==> config.mk <==
export PLATFORM = sky130hd
export DESIGN_NAME = neuro_mem_buffer
export DESIGN_NICKNAME = d
export VERILOG_FILES = /design/src/rtl/neuro_mem_pkg.sv /design/src/rtl/sync_fifo.sv /design/src/rtl/neuro_mem_buffer.sv
export SDC_FILE = /design/constraint.sdc
export NUM_CORES = 1
export LEC_CHECK = 0
export ABC_AREA = 0
export CAP_MARGIN = 20
export CELL_PAD_IN_SITES_DETAIL_PLACEMENT = 0
export CELL_PAD_IN_SITES_GLOBAL_PLACEMENT = 2
export CORE_ASPECT_RATIO = 1.5
export CORE_MARGIN = 8
export CORE_UTILIZATION = 45
export DETAILED_ROUTE_END_ITERATION = 8
export GPL_TIMING_DRIVEN = 0
export HOLD_SLACK_MARGIN = 0.03
export PLACE_DENSITY = 0.86
export RECOVER_POWER = 50
export SLEW_MARGIN = 20
export SYNTH_ARGS = -nofsm -noshare
export SYNTH_HDL_FRONTEND = slang
export SYNTH_SLANG_ARGS = --single-unit
==> constraint.sdc <==
create_clock -name clk -period 8.2 [get_ports clk]
set_input_delay 0.82 -clock clk [delete_from_list [all_inputs] [get_ports clk]]
set_output_delay 0.82 -clock clk [all_outputs]
set_load 0.01 [all_outputs]
==> src/rtl/neuro_mem_pkg.sv <==
// Shared defaults and types for the neuromorphic memory buffer.
package neuro_mem_pkg;

    localparam int unsigned DEF_WEIGHT_W  = 80;
    localparam int unsigned DEF_DATA_W    = 32;
    localparam int unsigned DEF_ADC_W     = 8;
    localparam int unsigned DEF_DEPTH     = 4;
    localparam int unsigned DEF_ADC_DEPTH = 8;

    typedef struct packed {
        logic weights;
        logic data;
        logic adc;
    } req_t;

endpackage

==> src/rtl/sync_fifo.sv <==
// Single-clock FIFO with show-ahead head word, occupancy count and full/empty status.
module sync_fifo #(
    parameter int unsigned WIDTH = 8,
    parameter int unsigned DEPTH = 4
) (
    input  logic                           clk,
    input  logic                           rst_n,
    input  logic                           push,
    input  logic [WIDTH-1:0]               wdata,
    input  logic                           pop,
    output logic [WIDTH-1:0]               rdata,
    output logic                           full,
    output logic                           empty,
    output logic [$clog2(DEPTH+1)-1:0]     count
);

    localparam int unsigned AW = $clog2(DEPTH);
    localparam int unsigned CW = $clog2(DEPTH+1);

    logic [WIDTH-1:0] mem [DEPTH];
    logic [AW-1:0]    wptr_q, rptr_q;
    logic [CW-1:0]    count_q;
    logic             do_push, do_pop;

    // A push into a full FIFO still lands when a pop frees the slot this cycle.
    assign do_pop  = pop & (count_q != '0);
    assign do_push = push & ((count_q != CW'(DEPTH)) | do_pop);

    always_ff @(posedge clk) begin
        if (!rst_n) begin
            wptr_q  <= '0;
            rptr_q  <= '0;
            count_q <= '0;
        end else begin
            if (do_push) wptr_q <= wptr_q + 1'b1;
            if (do_pop)  rptr_q <= rptr_q + 1'b1;
            case ({do_push, do_pop})
                2'b10:   count_q <= count_q + 1'b1;
                2'b01:   count_q <= count_q - 1'b1;
                default: count_q <= count_q;
            endcase
        end
    end

    always_ff @(posedge clk) begin
        if (do_push) mem[wptr_q] <= wdata;
    end

    assign rdata = mem[rptr_q];
    assign full  = (count_q == CW'(DEPTH));
    assign empty = (count_q == '0);
    assign count = count_q;

endmodule

==> src/rtl/neuro_mem_buffer.sv <==
// Frame (weights+data) and ADC sample buffering with edge-triggered reads,
// split weights/data consumption of each frame, and sticky error flags.
module neuro_mem_buffer
    import neuro_mem_pkg::*;
#(
    parameter int unsigned WEIGHT_W  = DEF_WEIGHT_W,
    parameter int unsigned DATA_W    = DEF_DATA_W,
    parameter int unsigned ADC_W     = DEF_ADC_W,
    parameter int unsigned DEPTH     = DEF_DEPTH,
    parameter int unsigned ADC_DEPTH = DEF_ADC_DEPTH
) (
    input  logic                               clk,
    input  logic                               rst_n,
    input  logic                               en,
    input  logic [WEIGHT_W+DATA_W-1:0]         data_read,
    input  logic                               adc_valid,
    input  logic [ADC_W-1:0]                   ADC_in,
    input  logic                               load_weights,
    input  logic                               load_data,
    input  logic                               load_ADC_data,
    input  logic                               err_clr,
    output logic [WEIGHT_W-1:0]                weights_out,
    output logic [DATA_W-1:0]                  data_out,
    output logic [ADC_W-1:0]                   data_write,
    output logic                               weights_vld,
    output logic                               data_vld,
    output logic                               adc_vld,
    output logic                               frame_full,
    output logic                               frame_empty,
    output logic                               adc_full,
    output logic                               adc_empty,
    output logic [$clog2(DEPTH+1)-1:0]         frame_count,
    output logic [$clog2(ADC_DEPTH+1)-1:0]     adc_count,
    output logic                               overflow,
    output logic                               underflow
);

    localparam int unsigned FRAME_W = WEIGHT_W + DATA_W;

    req_t               req_q, ev;
    logic               armed_q;
    logic               wt_taken_q, dt_taken_q;
    logic               wt_next, dt_next;
    logic               frame_rd, frame_pop, adc_pop;
    logic               new_ovf, new_udf;
    logic [FRAME_W-1:0] frame_head;
    logic [ADC_W-1:0]   adc_head;

    sync_fifo #(
        .WIDTH (FRAME_W),
        .DEPTH (DEPTH)
    ) u_frame_fifo (
        .clk   (clk),
        .rst_n (rst_n),
        .push  (en),
        .wdata (data_read),
        .pop   (frame_pop),
        .rdata (frame_head),
        .full  (frame_full),
        .empty (frame_empty),
        .count (frame_count)
    );

    sync_fifo #(
        .WIDTH (ADC_W),
        .DEPTH (ADC_DEPTH)
    ) u_adc_fifo (
        .clk   (clk),
        .rst_n (rst_n),
        .push  (adc_valid),
        .wdata (ADC_in),
        .pop   (adc_pop),
        .rdata (adc_head),
        .full  (adc_full),
        .empty (adc_empty),
        .count (adc_count)
    );

    // armed_q masks the first cycle after reset so a request held high
    // across reset release is not mistaken for a rising edge.
    always_comb begin
        ev         = '0;
        ev.weights = armed_q & load_weights  & ~req_q.weights;
        ev.data    = armed_q & load_data     & ~req_q.data;
        ev.adc     = armed_q & load_ADC_data & ~req_q.adc;

        frame_rd  = (ev.weights | ev.data) & ~frame_empty;
        wt_next   = wt_taken_q | (ev.weights & ~frame_empty);
        dt_next   = dt_taken_q | (ev.data & ~frame_empty);
        frame_pop = frame_rd & wt_next & dt_next;
        adc_pop   = ev.adc & ~adc_empty;

        new_ovf = (en & frame_full & ~frame_pop) | (adc_valid & adc_full & ~adc_pop);
        new_udf = ((ev.weights | ev.data) & frame_empty) | (ev.adc & adc_empty);
    end

    always_ff @(posedge clk) begin
        if (!rst_n) begin
            req_q       <= '0;
            armed_q     <= 1'b0;
            wt_taken_q  <= 1'b0;
            dt_taken_q  <= 1'b0;
            weights_out <= '0;
            data_out    <= '0;
            data_write  <= '0;
            weights_vld <= 1'b0;
            data_vld    <= 1'b0;
            adc_vld     <= 1'b0;
            overflow    <= 1'b0;
            underflow   <= 1'b0;
        end else begin
            req_q       <= {load_weights, load_data, load_ADC_data};
            armed_q     <= 1'b1;
            weights_vld <= ev.weights & ~frame_empty;
            data_vld    <= ev.data & ~frame_empty;
            adc_vld     <= adc_pop;
            if (ev.weights & ~frame_empty) weights_out <= frame_head[FRAME_W-1:DATA_W];
            if (ev.data & ~frame_empty)    data_out    <= frame_head[DATA_W-1:0];
            if (adc_pop)                   data_write  <= adc_head;
            if (frame_pop) begin
                wt_taken_q <= 1'b0;
                dt_taken_q <= 1'b0;
            end else begin
                wt_taken_q <= wt_next;
                dt_taken_q <= dt_next;
            end
            overflow  <= (overflow & ~err_clr) | new_ovf;
            underflow <= (underflow & ~err_clr) | new_udf;
        end
    end

endmodule

==> flow_summary.html <==
<table>
<tr><th>Metric</th><th>Value</th></tr>
<tr><th colspan="2">Detailed routing</th></tr>
<tr><td>DR vias/cell</td><td>around 5.3</td></tr>
<tr><td>Mean routed wirelength per cell</td><td>22.6 um</td></tr>
<tr><td>Initial DRC Count</td><td>619</td></tr>
<tr><td>Antenna viol nets, final</td><td>0</td></tr>
<tr><td>Post-detailed-route DRC marker count</td><td>0</td></tr>
<tr><td>Total wire length after detailed routing</td><td>55.0 mm</td></tr>
<tr><td>Via count</td><td>12800</td></tr>
<tr><td>Detailed-routing iteration count for the pre-antenna-repair pass</td><td>5</td></tr>
<tr><th colspan="2">Logic synthesis</th></tr>
<tr><td>EDFF count, synth</td><td>512</td></tr>
<tr><td>Average instance area after synthesis</td><td>17.7 sq um</td></tr>
<tr><td>Synth Flop Type</td><td>sky130_fd_sc_hd__edfxtp_1</td></tr>
<tr><td>Number of distinct standard cells referenced by the synthesized netlist</td><td>46</td></tr>
<tr><td>Number of synthesized register bits</td><td>662</td></tr>
<tr><td>Cells after Synth</td><td>1361</td></tr>
<tr><td>Sequential area share after synthesis</td><td>0.763</td></tr>
<tr><td>Share of synthesized flip-flops with an asynchronous set or reset</td><td>0</td></tr>
<tr><td>Netlist Area Pre-Place</td><td>0.0241 sq mm</td></tr>
<tr><td>Syn_nets</td><td>1500</td></tr>
<tr><td>Ys Warns</td><td>0</td></tr>
<tr><th colspan="2">Clocking</th></tr>
<tr><td>Worst-Skew Late Latency</td><td>0.62 ns</td></tr>
<tr><td>Clk buf depth</td><td>3</td></tr>
<tr><td>Post-cts sizing count</td><td>0</td></tr>
<tr><td>Register clock-pin slew on the reported worst setup and hold paths</td><td>approximately 0.060 ns</td></tr>
<tr><td>Cts-stage hold buffer count</td><td>0</td></tr>
<tr><td>Root Buffer Master</td><td>sky130_fd_sc_hd__clkbuf_16</td></tr>
<tr><td>CTS tree</td><td>done</td></tr>
<tr><td># H-tree levels</td><td>2</td></tr>
<tr><td>Clock net sink count</td><td>around 660</td></tr>
<tr><td>Post-CTS setup buffer count</td><td>0</td></tr>
<tr><td>Number of clock buffers inserted by TritonCTS</td><td>58</td></tr>
<tr><th colspan="2">Cells and area</th></tr>
<tr><td>Final standard cell utilization of the core</td><td>0.559</td></tr>
<tr><td>Fraction of final layout cells sized beyond drive strength 1</td><td>0.158</td></tr>
<tr><td>Number of fill cells</td><td>4206</td></tr>
<tr><td>Area added between synthesis and finish</td><td>23.8%</td></tr>
<tr><td>Final nets</td><td>1831</td></tr>
<tr><th colspan="2">Die</th></tr>
<tr><td>Placeable Area</td><td>around 0.053 sq mm</td></tr>
<tr><td>Std cell rows</td><td>104</td></tr>
<tr><td>Die span in y</td><td>299 um</td></tr>
<tr><td>Die footprint</td><td>0.0613 sq mm</td></tr>
<tr><td>Starting Density</td><td>0.451</td></tr>
<tr><td>I/O pin total</td><td>around 260</td></tr>
<tr><td>Floorplan die width</td><td>205 um</td></tr>
<tr><th colspan="2">GRT</th></tr>
<tr><td>GRT Resource Usage Total</td><td>0.180</td></tr>
<tr><td>Number of antenna violations at the first check in global routing</td><td>25</td></tr>
<tr><td>Wire length of the first global-routing pass</td><td>83.2 mm</td></tr>
<tr><td>Final global-route overflow total</td><td>0</td></tr>
<tr><td>Largest net degree at the start of global routing</td><td>42</td></tr>
<tr><td>Number of global-route vias before repair</td><td>13800</td></tr>
<tr><th colspan="2">Power and ir drop</th></tr>
<tr><td>Static power due to leakage</td><td>9.91 nW</td></tr>
<tr><td>Peak supply drop</td><td>0.230 mV</td></tr>
<tr><td>Share of power burned in the clock network</td><td>0.394</td></tr>
<tr><td>Internal power summed over all cells</td><td>5.63 mW</td></tr>
<tr><td>Switching power</td><td>between 1.5 and 2 mW</td></tr>
<tr><td>Fraction of power spent switching nets</td><td>0.213</td></tr>
<tr><td>Power density over the cells</td><td>~240 mW/mm^2</td></tr>
<tr><td>Sequential Power Share</td><td>0.534</td></tr>
<tr><td>Combinational cell fraction of total power</td><td>0.072</td></tr>
<tr><th colspan="2">Worst setup path</th></tr>
<tr><td>Critical Path Source Type</td><td>input port</td></tr>
<tr><td>Data arrival time of the worst path</td><td>between 4 and 5 ns</td></tr>
<tr><td>Worst path cell trace</td><td>dlygate4sd3_1 &gt; nor2b_1 &gt; o221ai_1 &gt; a21boi_0 &gt; and2_4 &gt; buf_16 &gt; buf_16</td></tr>
<tr><td>Required time of the critical path</td><td>8.50 ns</td></tr>
<tr><td>Most used cell along the critical path</td><td>sky130_fd_sc_hd__buf_16</td></tr>
<tr><td>Cell with the largest stage delay on the worst path</td><td>sky130_fd_sc_hd__a21boi_0</td></tr>
<tr><td>Critical path capture point type</td><td>flop</td></tr>
<tr><td>Category of the most critical setup path</td><td>input port to flop</td></tr>
<tr><td>Buffer and inverter count on the worst path</td><td>3</td></tr>
<tr><td>Crit-path max cell delay</td><td>about 0.85 ns</td></tr>
<tr><td>Worst-path fanout max</td><td>39</td></tr>
<tr><td>Top Family by Delay on Critical Path</td><td>buffers and inverters</td></tr>
<tr><th colspan="2">Place</th></tr>
<tr><td>Number of buffers added on ports</td><td>roughly 260</td></tr>
<tr><td>Placed wire-length estimate after detailed placement</td><td>38.0 mm</td></tr>
<tr><td>Weighted congestion reported at the end of routability-driven placement</td><td>0.763</td></tr>
<tr><th colspan="2">Job</th></tr>
<tr><td># Max-Cap Violations</td><td>0</td></tr>
<tr><th colspan="2">Timing</th></tr>
<tr><td>Highest clock frequency the design can meet</td><td>0.258 GHz</td></tr>
<tr><td>Worst Tran Pin Value</td><td>1.05 ns</td></tr>
<tr><td>Setup-violating endpoint count in the final report</td><td>0</td></tr>
<tr><td>Number of pins exceeding their max-slew limit in the final report</td><td>0</td></tr>
<tr><td>RSZ-0062 raised after global routing</td><td>false</td></tr>
<tr><td>Final Cycle Share</td><td>0.473</td></tr>
<tr><td>Clock skew</td><td>0.0172 ns</td></tr>
<tr><td>Final Hold Viols</td><td>0</td></tr>
<tr><td>Slew margin rel.</td><td>0.293</td></tr>
<tr><td>Minimum period implied by the final worst setup slack</td><td>3.88 ns</td></tr>
<tr><td>Final total negative setup slack</td><td>0 ns</td></tr>
<tr><th colspan="2">Run status</th></tr>
<tr><td>Run status</td><td>complete, no violations</td></tr>
<tr><th colspan="2">Min path</th></tr>
<tr><td>Type of the tightest min-delay check</td><td>flop to flop</td></tr>
</table>
[cell usage after synthesis, drive strengths merged, types with 2 or more instances]
library cell  instances  area (sq um)
o21ai                10          50.0
inv                  13          48.8
nor3                  8          51.3
nand3                 2          10.0
mux4                128          2880
or3                   3          18.8
o31a                  2          17.5
a21boi                2          18.8
and2                 10          62.6
and3b                 2          17.5
clkbuf               31           116
nand2b                6          37.5
nor2                 18          70.1
a22oi                 3          22.5
nand2               246           923
xor2                  3          26.3
nor2b                 2          12.5
dfxtp               150          3000
a21oi               129           649
mux2i                15           150
xnor2                 2          17.5
buf                  40           230
fa                    2          40.0
edfxtp              512         15400
ha                    9           113
[metrics by stage]
| stage | setup slack (ns) | power (mW) | hold slack, ns | instance area [sq um] | instances |
|---|---|---|---|---|---|
| 2_1_floorplan | 3.48 | 4.16 | 0.445 | 24100 | 1361 |
| 3_3_place_gp | 0.401 | 4.43 | 0.442 | 27600 | 2313 |
| 3_5_place_dp | 4.00 | 4.44 | 0.445 | 27800 | 2321 |
| 4_1_cts | 4.66 | 7.25 | 0.454 | 29800 | 2431 |
| 5_1_grt | 4.06 | 7.40 | 0.465 | 29800 | 2433 |
| 6_report | 4.32 | 7.16 | 0.450 | 29800 | 2437 |
[registers in the layout, summed over array words and instances (netlist names), 2 cells and up, named ones only]
| signal | count |
|---|---|
| data_write | 8 |
| u_adc_fifo.count | 4 |
| u_adc_fifo.mem | 64 |
| u_frame_fifo.rptr_q | 2 |
| u_adc_fifo.rptr_q | 3 |
| weights_out | 80 |
| u_adc_fifo.wptr_q | 3 |
| u_frame_fifo.count | 3 |
| u_frame_fifo.wptr_q | 2 |
| data_out | 32 |
| req_q | 3 |
| u_frame_fifo.mem | 448 |
[worst paths after layout]
path | start | endpoint | slack, ns | depth (start not counted)
hold / removal | weights_out[55] | weights_out[55] | 0.45 | 2
setup / recovery | load_weights | u_frame_fifo.mem[3][78] | 4.32 | 7
setup reg to reg | req_q[2] | u_frame_fifo.mem[3][78] | 4.85 | 6
hold reg to reg | weights_out[55] | weights_out[55] | 0.45 | 2
[power by group through the flow]
stage	Combinational [mW]	Clock (mW)	Sequential, mW
after global placement	0.519	0	3.91
after global routing	0.560	3.01	3.83
after CTS	0.550	2.88	3.82
after floorplan	0.255	0	3.91
final	0.513	2.82	3.82
after detailed placement	0.547	0	3.90
[worst register-to-register path, cell delays in order, from the launching register on]
cell	delay [ns]
sky130_fd_sc_hd__dfxtp_1	0.30
sky130_fd_sc_hd__nor2b_1	0.36
sky130_fd_sc_hd__o221ai_1	0.15
sky130_fd_sc_hd__a21boi_0	0.85
sky130_fd_sc_hd__and2_4	0.69
sky130_fd_sc_hd__buf_16	0.33
sky130_fd_sc_hd__buf_16	0.32
[cells by family after synthesis]
| kind of cell | Yosys count | synth area share |
|---|---|---|
| compound gates | 152 | 0.0337 |
| xor+xnor | 5 | 0.00182 |
| fa+ha+maj | 11 | 0.00634 |
| buf+inv | 85 | 0.0168 |
| flops | 662 | 0.763 |
| mux | 143 | 0.126 |
| simple gates | 303 | 0.0524 |
[cell usage in the layout (no fill, tap or decap), types with 2 or more instances in the layout]
cell type | synthesis | routed
sky130_fd_sc_hd__edfxtp_1 | 512 | 512
sky130_fd_sc_hd__nand2_1 | 246 | 246
sky130_fd_sc_hd__dlygate4sd3_1 | 0 | 228
sky130_fd_sc_hd__dfxtp_1 | 150 | 150
sky130_fd_sc_hd__mux4_2 | 128 | 128
sky130_fd_sc_hd__a21oi_1 | 128 | 128
sky130_fd_sc_hd__clkbuf_16 | 0 | 60
sky130_fd_sc_hd__clkbuf_1 | 31 | 49
sky130_fd_sc_hd__clkdlybuf4s50_1 | 0 | 35
sky130_fd_sc_hd__buf_2 | 28 | 24
sky130_fd_sc_hd__nor2_1 | 17 | 17
sky130_fd_sc_hd__mux2i_1 | 15 | 15
sky130_fd_sc_hd__inv_1 | 13 | 13
sky130_fd_sc_hd__clkinv_2 | 0 | 11
sky130_fd_sc_hd__buf_4 | 10 | 10
sky130_fd_sc_hd__o21ai_0 | 9 | 9
sky130_fd_sc_hd__ha_1 | 9 | 9
sky130_fd_sc_hd__buf_16 | 0 | 8
sky130_fd_sc_hd__bufinv_16 | 0 | 7
sky130_fd_sc_hd__diode_2 | 0 | 6
sky130_fd_sc_hd__nor3_1 | 7 | 6
sky130_fd_sc_hd__nand2b_1 | 6 | 6
sky130_fd_sc_hd__clkbuf_8 | 0 | 6
sky130_fd_sc_hd__clkinv_1 | 0 | 6
sky130_fd_sc_hd__and2_4 | 0 | 4
sky130_fd_sc_hd__and2_0 | 0 | 4
sky130_fd_sc_hd__or3_1 | 3 | 3
sky130_fd_sc_hd__clkinv_4 | 1 | 3
sky130_fd_sc_hd__xor2_1 | 3 | 3
sky130_fd_sc_hd__a22oi_1 | 3 | 3
sky130_fd_sc_hd__nor2b_1 | 2 | 2
sky130_fd_sc_hd__o31a_1 | 2 | 2
sky130_fd_sc_hd__and3b_1 | 2 | 2
sky130_fd_sc_hd__nor3_2 | 0 | 2
sky130_fd_sc_hd__nand3_1 | 2 | 2
sky130_fd_sc_hd__and2_1 | 10 | 2
sky130_fd_sc_hd__xnor2_1 | 2 | 2
sky130_fd_sc_hd__fa_1 | 2 | 2
[cell type report]
class,instances,area [sq um],area share
Clock buffer,80,1640,0.0549
Antenna cell,6,15.0,0.000503
Buffer,71,342,0.0115
Sequential cell,662,18400,0.616
Timing Repair Buffer,271,2850,0.0956
Tap cell,689,862,0.0289
Multi-Input combinational cell,614,5310,0.178
Inverter,14,57.6,0.00193
Clock inverter,30,372,0.0125
[per-layer routing]
metal  track usage  up-vias  routed length, um
met3        0.0429      117               3130
met5             0        -                120
li1              -     5865                  -
met2         0.330      320              29900
met4        0.0558       18               1480
met1         0.202     6499              20400
(Power assumes the default switching activity.)
==> RTL edit 1 (same flow settings) <==
Set the package constant `DEF_WEIGHT_W` to 120 (it was 80).
--- a/src/rtl/neuro_mem_pkg.sv
+++ b/src/rtl/neuro_mem_pkg.sv
@@ -1,7 +1,7 @@
 // Shared defaults and types for the neuromorphic memory buffer.
 package neuro_mem_pkg;
 
-    localparam int unsigned DEF_WEIGHT_W  = 80;
+    localparam int unsigned DEF_WEIGHT_W  = 120;
     localparam int unsigned DEF_DATA_W    = 32;
     localparam int unsigned DEF_ADC_W     = 8;
     localparam int unsigned DEF_DEPTH     = 4;
Interface: changed (resized data_read and weights_out); port bits go from 264 to 344. The function was not compared with the original's and may differ.
==> RTL edit 1 against the unedited design <==
  * First-iteration DRC count up 55%
  * Synthesized area rose by 30%
  * Non-clock buffer count up 112
  * Worst setup slack worse by 0.0080 ns
  * Sequential cell count grew 200
  * Final area grew 31%
  * Register-to-register slack lost 0.05 ns
  * Count of clock-buffer cells in the layout up 19
  * Wire length rose by 34%
  * Utilization is 0.65 points higher
  * Power up 33%
==> RTL edit 1: results (changes against the unedited design) <==
[placed_design]
routabilityCongestion = 0.767  ; +0.54%
dp_hpwl_um = 51100  ; +35%
dp_cells = 3003  ; +29%
dpl_cell_area_um2 = 36200  ; +30%
io_buffers = 342  ; +30%

[synthesis]
syn_nets = 1924  ; +28%
synthCells = 1745  ; +28%
yosys.cell_types.count = 50  ; +8.7%
synth-main-ff-cell = edfxtp_1
synth_edf_count = 672  ; +31%
synth_commonest_cells = 672 x edfxtp_1, 318 x nand2_1, 190 x dfxtp_1
yosys-top-cells-area = edfxtp_1 65%, dfxtp_1 12%, mux4_2 12%
ys_seq_area_share_pct = 76.7  ; +0.43 points
async_reset_ff_share_pct = 0  ; unchanged

[layout]
top_regs = u_frame_fifo.mem x608, weights_out x120, u_adc_fifo.mem x64
nFillCells = 5311  ; +26%
drive_gt1_share_pct = 16.6  ; +0.81 points
fin_nets = 2365  ; +29%
instances_no_fill = 3176  ; +30%

[sta]
slew_headroom_pct = 27.9  ; -1.4 points
skew_ns = 0.0201  ; +0.00290 ns

[global_route]
gr-usage-all-layers_pct = 18.7  ; +0.77 points
grt_pass1_vias = 17900  ; +30%
grt_max_degree = 46  ; +9.5%
grt_first_pass_wirelength_um = 111000  ; +33%
grt_antenna_before_repair = 37  ; +48%
grt.met1_usage_pct = 21.6  ; +1.4 points
grt_overflow = 0  ; unchanged
gr-usage-met2_pct = 33.2  ; +0.20 points
grt_util_met3_pct = 5.17  ; +0.88 points

[routing]
drtIter0Drc = 960  ; +55%
met2_length_um = 38800  ; +30%
met1Wirelength_um = 27900  ; +37%
route.vias.total = 16700  ; +30%
drt-total-wl_um = 73700  ; +34%
route.met3.wl_um = 5100  ; +63%
top_layer_used = met5

[hold_path]
worstHoldStart = weights_out[109]
hold_class = flop to flop
holdPathStages = 2  ; unchanged

[power]
ir_worst_vdd_mv = 0.212  ; -8.0%
total_leakage_power_nw = 12.8  ; +29%

[clocking]
htree_levels = 3  ; +1
root_buffer = clkbuf_16
clk_pin_slew_ns = 0.06  ; about the same
clk_path_buf_depth = 3  ; unchanged
post_cts_buffers = 0  ; unchanged
insertion_delay_ns = 0.63
numCtsBuffers = 81  ; +40%

[critical_path]
startpoint = load_weights
path_max_fanout = 44  ; +13%
r2r_start = req_q[2]
cp_slowest_cell = a21boi_0
crit_family = buffers and inverters
arrival_ns = 4.18  ; about the same
slowest_delay_ns = 0.87  ; +0.02 ns

[outcome]
status = finished clean

==> RTL edit 1: worst paths after layout <==
check	end	slack [ns]
setup / recovery	u_frame_fifo.mem[3][107]	4.31
hold / removal	weights_out[109]	0.45
setup reg to reg	u_frame_fifo.mem[3][107]	4.80
hold reg to reg	weights_out[109]	0.45
==> RTL edit 1: final cells by class <==
type / count / area, um2 / share of cell area (%)
plain buffers: 96 / 453 / 1.16
clock inverters: 52 / 621 / 1.59
repair buffers: 358 / 3770 / 9.66
inverters: 14 / 52.6 / 0.135
diodes: 22 / 55.1 / 0.141
flip-flops and latches: 862 / 24000 / 61.5
well taps: 900 / 1130 / 2.89
clock buffers: 99 / 2180 / 5.58
multi-input cells: 773 / 6760 / 17.3
==> RTL edit 1: per-stage QoR <==
step                setup TNS (ns)  power, mW  util [%]  worst slack, ns
floorplan                        0       5.42         -             2.54
global placement           -798.08       5.78      51.9            -1.38
detailed placement               0       5.79      52.5             3.98
CTS                              0       9.69      56.6             4.65
global route                     0       9.86      56.5             4.03
finish                           0       9.54      56.6             4.31
==> RTL edit 1: cells by family after synthesis <==
| kind of cell | count (synthesis) | share of synthesized area [%] |
|---|---|---|
| DFF | 862 | 76.7 |
| and+or+nand+nor | 380 | 4.99 |
| AOI/OAI and AO/OA | 191 | 3.31 |
| muxes | 184 | 12.6 |
| buffers and inverters | 110 | 1.66 |
| adders and majority gates | 11 | 0.488 |
| xor gates and xnor gates | 7 | 0.196 |
==> RTL edit 1: where the power goes <==
group / switching, mW / leakage [nW] / internal, mW
sequential: 0.0648 / 7.70 / 4.92
combinational: 0.362 / 3.71 / 0.303
clock: 1.61 / 1.36 / 2.28
total: 2.03 / 12.8 / 7.51
==> RTL edit 2 (same settings) <==
Without the edit above. Register the output `frame_count`, without a reset; this adds one clock of latency there. The other outputs are not delayed to match.
--- a/src/rtl/neuro_mem_buffer.sv
+++ b/src/rtl/neuro_mem_buffer.sv
@@ -37,6 +37,8 @@
 
     localparam int unsigned FRAME_W = WEIGHT_W + DATA_W;
 
+    logic [$clog2(DEPTH+1)-1:0] frame_count_d;
+
     req_t               req_q, ev;
     logic               armed_q;
     logic               wt_taken_q, dt_taken_q;
@@ -58,7 +60,7 @@
         .rdata (frame_head),
         .full  (frame_full),
         .empty (frame_empty),
-        .count (frame_count)
+        .count (frame_count_d)
     );
 
     sync_fifo #(
@@ -129,5 +131,9 @@
         end
     end
 
+    always_ff @(posedge clk) begin
+        frame_count <= frame_count_d;
+    end
+
 endmodule
 
Check against the original RTL: not equivalent (a bounded check fails within 4 cycles, from zero or initial values and one cycle with rst_n low).
==> RTL edit 2 against the unedited design <==
  * Sequential cell count is 3 higher
  * Power is 0.23% higher
  * Utilization is 0.11 points higher
  * First-iteration DRC count is 6.5% higher
  * Die area is 0.22% higher
  * Wire length is 0.60% higher
  * Count of clock-buffer cells in the layout is 2 lower
  * Combinational power hardly changed
  * Critical path depth is 1 lower
  * Worst setup slack better by 0.28 ns
  * Synthesized area is 0.24% higher
  * Largest power group unchanged
  * Final area is 0.19% higher
==> RTL edit 2: results (changes against the unedited design) <==
[sta]
slew_headroom_pct = 29.4  ; +0.13 points
skew_ns = 0.0199  ; +0.00271 ns

[synthesis]
synth_warnings = 0  ; unchanged
ys_seq_area_share_pct = 76.4  ; about the same
yosys-top-cells-area = edfxtp_1 64%, dfxtp_1 13%, mux4_2 12%
synth_commonest_cells = 512 x edfxtp_1, 245 x nand2_1, 153 x dfxtp_1
syn_nets = 1503  ; +0.20%
yosys.cell_types.count = 47  ; +2.2%
async_reset_ff_share_pct = 0  ; unchanged
synth_edf_count = 512  ; unchanged
synthCells = 1364  ; +0.22%

[placed_design]
io_buffers = 263  ; unchanged
dp_cells = 2324  ; +0.13%
post-place-ws_ns = 4.27  ; +0.274 ns
dpl_cell_area_um2 = 27900  ; +0.21%
dp_hpwl_um = 37700  ; -0.89%
routabilityCongestion = 0.765  ; +0.31%

[layout]
instances_no_fill = 2453  ; +0.66%
fin_nets = 1834  ; +0.16%
drive_gt1_share_pct = 15.5  ; -0.31 points
top_regs = u_frame_fifo.mem x448, weights_out x80, u_adc_fifo.mem x64
nFillCells = 4148  ; -1.4%

[global_route]
grt_antenna_before_repair = 27  ; +8.0%
gr-usage-all-layers_pct = 18.0  ; about the same
grt_first_pass_wirelength_um = 83400  ; +0.19%
grt_max_degree = 41  ; -2.4%
grt_pass1_vias = 13600  ; -1.5%

[clocking]
clk_path_buf_depth = 3  ; unchanged
cts_resized = 0  ; unchanged
root_buffer = clkbuf_16
htree_levels = 2  ; unchanged
post_cts_buffers = 0  ; unchanged

[power]
total_leakage_power_nw = 9.85  ; -0.52%
ir_worst_vdd_mv = 0.198  ; -14%

[routing]
drtIter0Drc = 659  ; +6.5%
drt-total-wl_um = 55300  ; +0.60%
drtAntennaViolNets = 0  ; unchanged
via_per_inst = 5.21  ; -0.99%
drtPass1Iterations = 5  ; unchanged

[critical_path]
path_max_fanout = 40  ; +2.6%
arrival_ns = 3.88  ; -0.30 ns

[outcome]
status = finished clean

[hold_path]
hold_class = flop to flop

RTL edit 2: metrics by stage:
| stage | power (mW) | util [%] | hold slack, ns |
|---|---|---|---|
| after floorplan | 4.18 | - | 0.371 |
| final | 7.17 | 56.0 | 0.421 |
| after global placement | 4.45 | 51.8 | 0.397 |
| after CTS | 7.28 | 56.0 | 0.421 |
| after global routing | 7.42 | 56.0 | 0.427 |
| after detailed placement | 4.46 | 52.3 | 0.408 |
RTL edit 2: cell type report:
cell class                 instances  area [um2]  share of cell area [%]
inverter                          14        57.6                   0.193
clock buffer                      78        1600                    5.35
sequential                       665       18400                    61.7
timing repair buffer             271        2850                    9.55
buffer                            71         332                    1.11
clock inverter                    32         385                    1.29
tap                              689         862                    2.88
antenna                           19        47.5                   0.159
multi-input combinational        614        5310                    17.8
RTL edit 2: worst paths after layout:
kind	from	to	slack [ns]	cells after the start
max	load_data	u_frame_fifo.mem[3][44]	4.60	6
max reg2reg	req_q[2]	u_frame_fifo.mem[3][44]	5.11	5
min	u_frame_fifo.count[2]	frame_count[2]	0.42	0
min reg2reg	u_frame_fifo.count[2]	frame_count[2]	0.42	0
RTL edit 2: power by group:
group	leakage, nW	internal, mW	switching [mW]
clock network	0.963	1.63	1.20
registers	5.93	3.79	0.0508
logic	2.96	0.233	0.279
total	9.85	5.65	1.53
RTL edit 2: routing by layer:
metal | share of wire (%) | wire length [um] | track usage (%) | vias up
met5 | 0.074 | 41 | 0 | -
met4 | 2.3 | 1250 | 5.97 | 6
met3 | 6.5 | 3580 | 4.78 | 78
met2 | 54 | 29800 | 32.4 | 328
met1 | 37 | 20600 | 20.3 | 6458
li1 | - | - | - | 5905
RTL edit 2: cell families (layout without fill, tap and decap cells):
| kind of cell | after synthesis | after routing | share of synthesized area, % |
|---|---|---|---|
| AOI/OAI and AO/OA | 152 | 152 | 3.36 |
| xor gates and xnor gates | 5 | 5 | 0.181 |
| adders and majority gates | 11 | 11 | 0.632 |
| buffers and inverters | 85 | 466 | 1.65 |
| DFF | 665 | 665 | 76.4 |
| muxes | 143 | 143 | 12.6 |
| other | 0 | 19 | 0 |
| and+or+nand+nor | 303 | 303 | 5.23 |
RTL edit 2: critical path, cell delays in order:
cell and delay, ns:
dlygate4sd3_1 0.59, nor2b_1 0.35, o221ai_1 0.17, a21boi_0 0.85, and2_4 0.70, buf_16 0.31
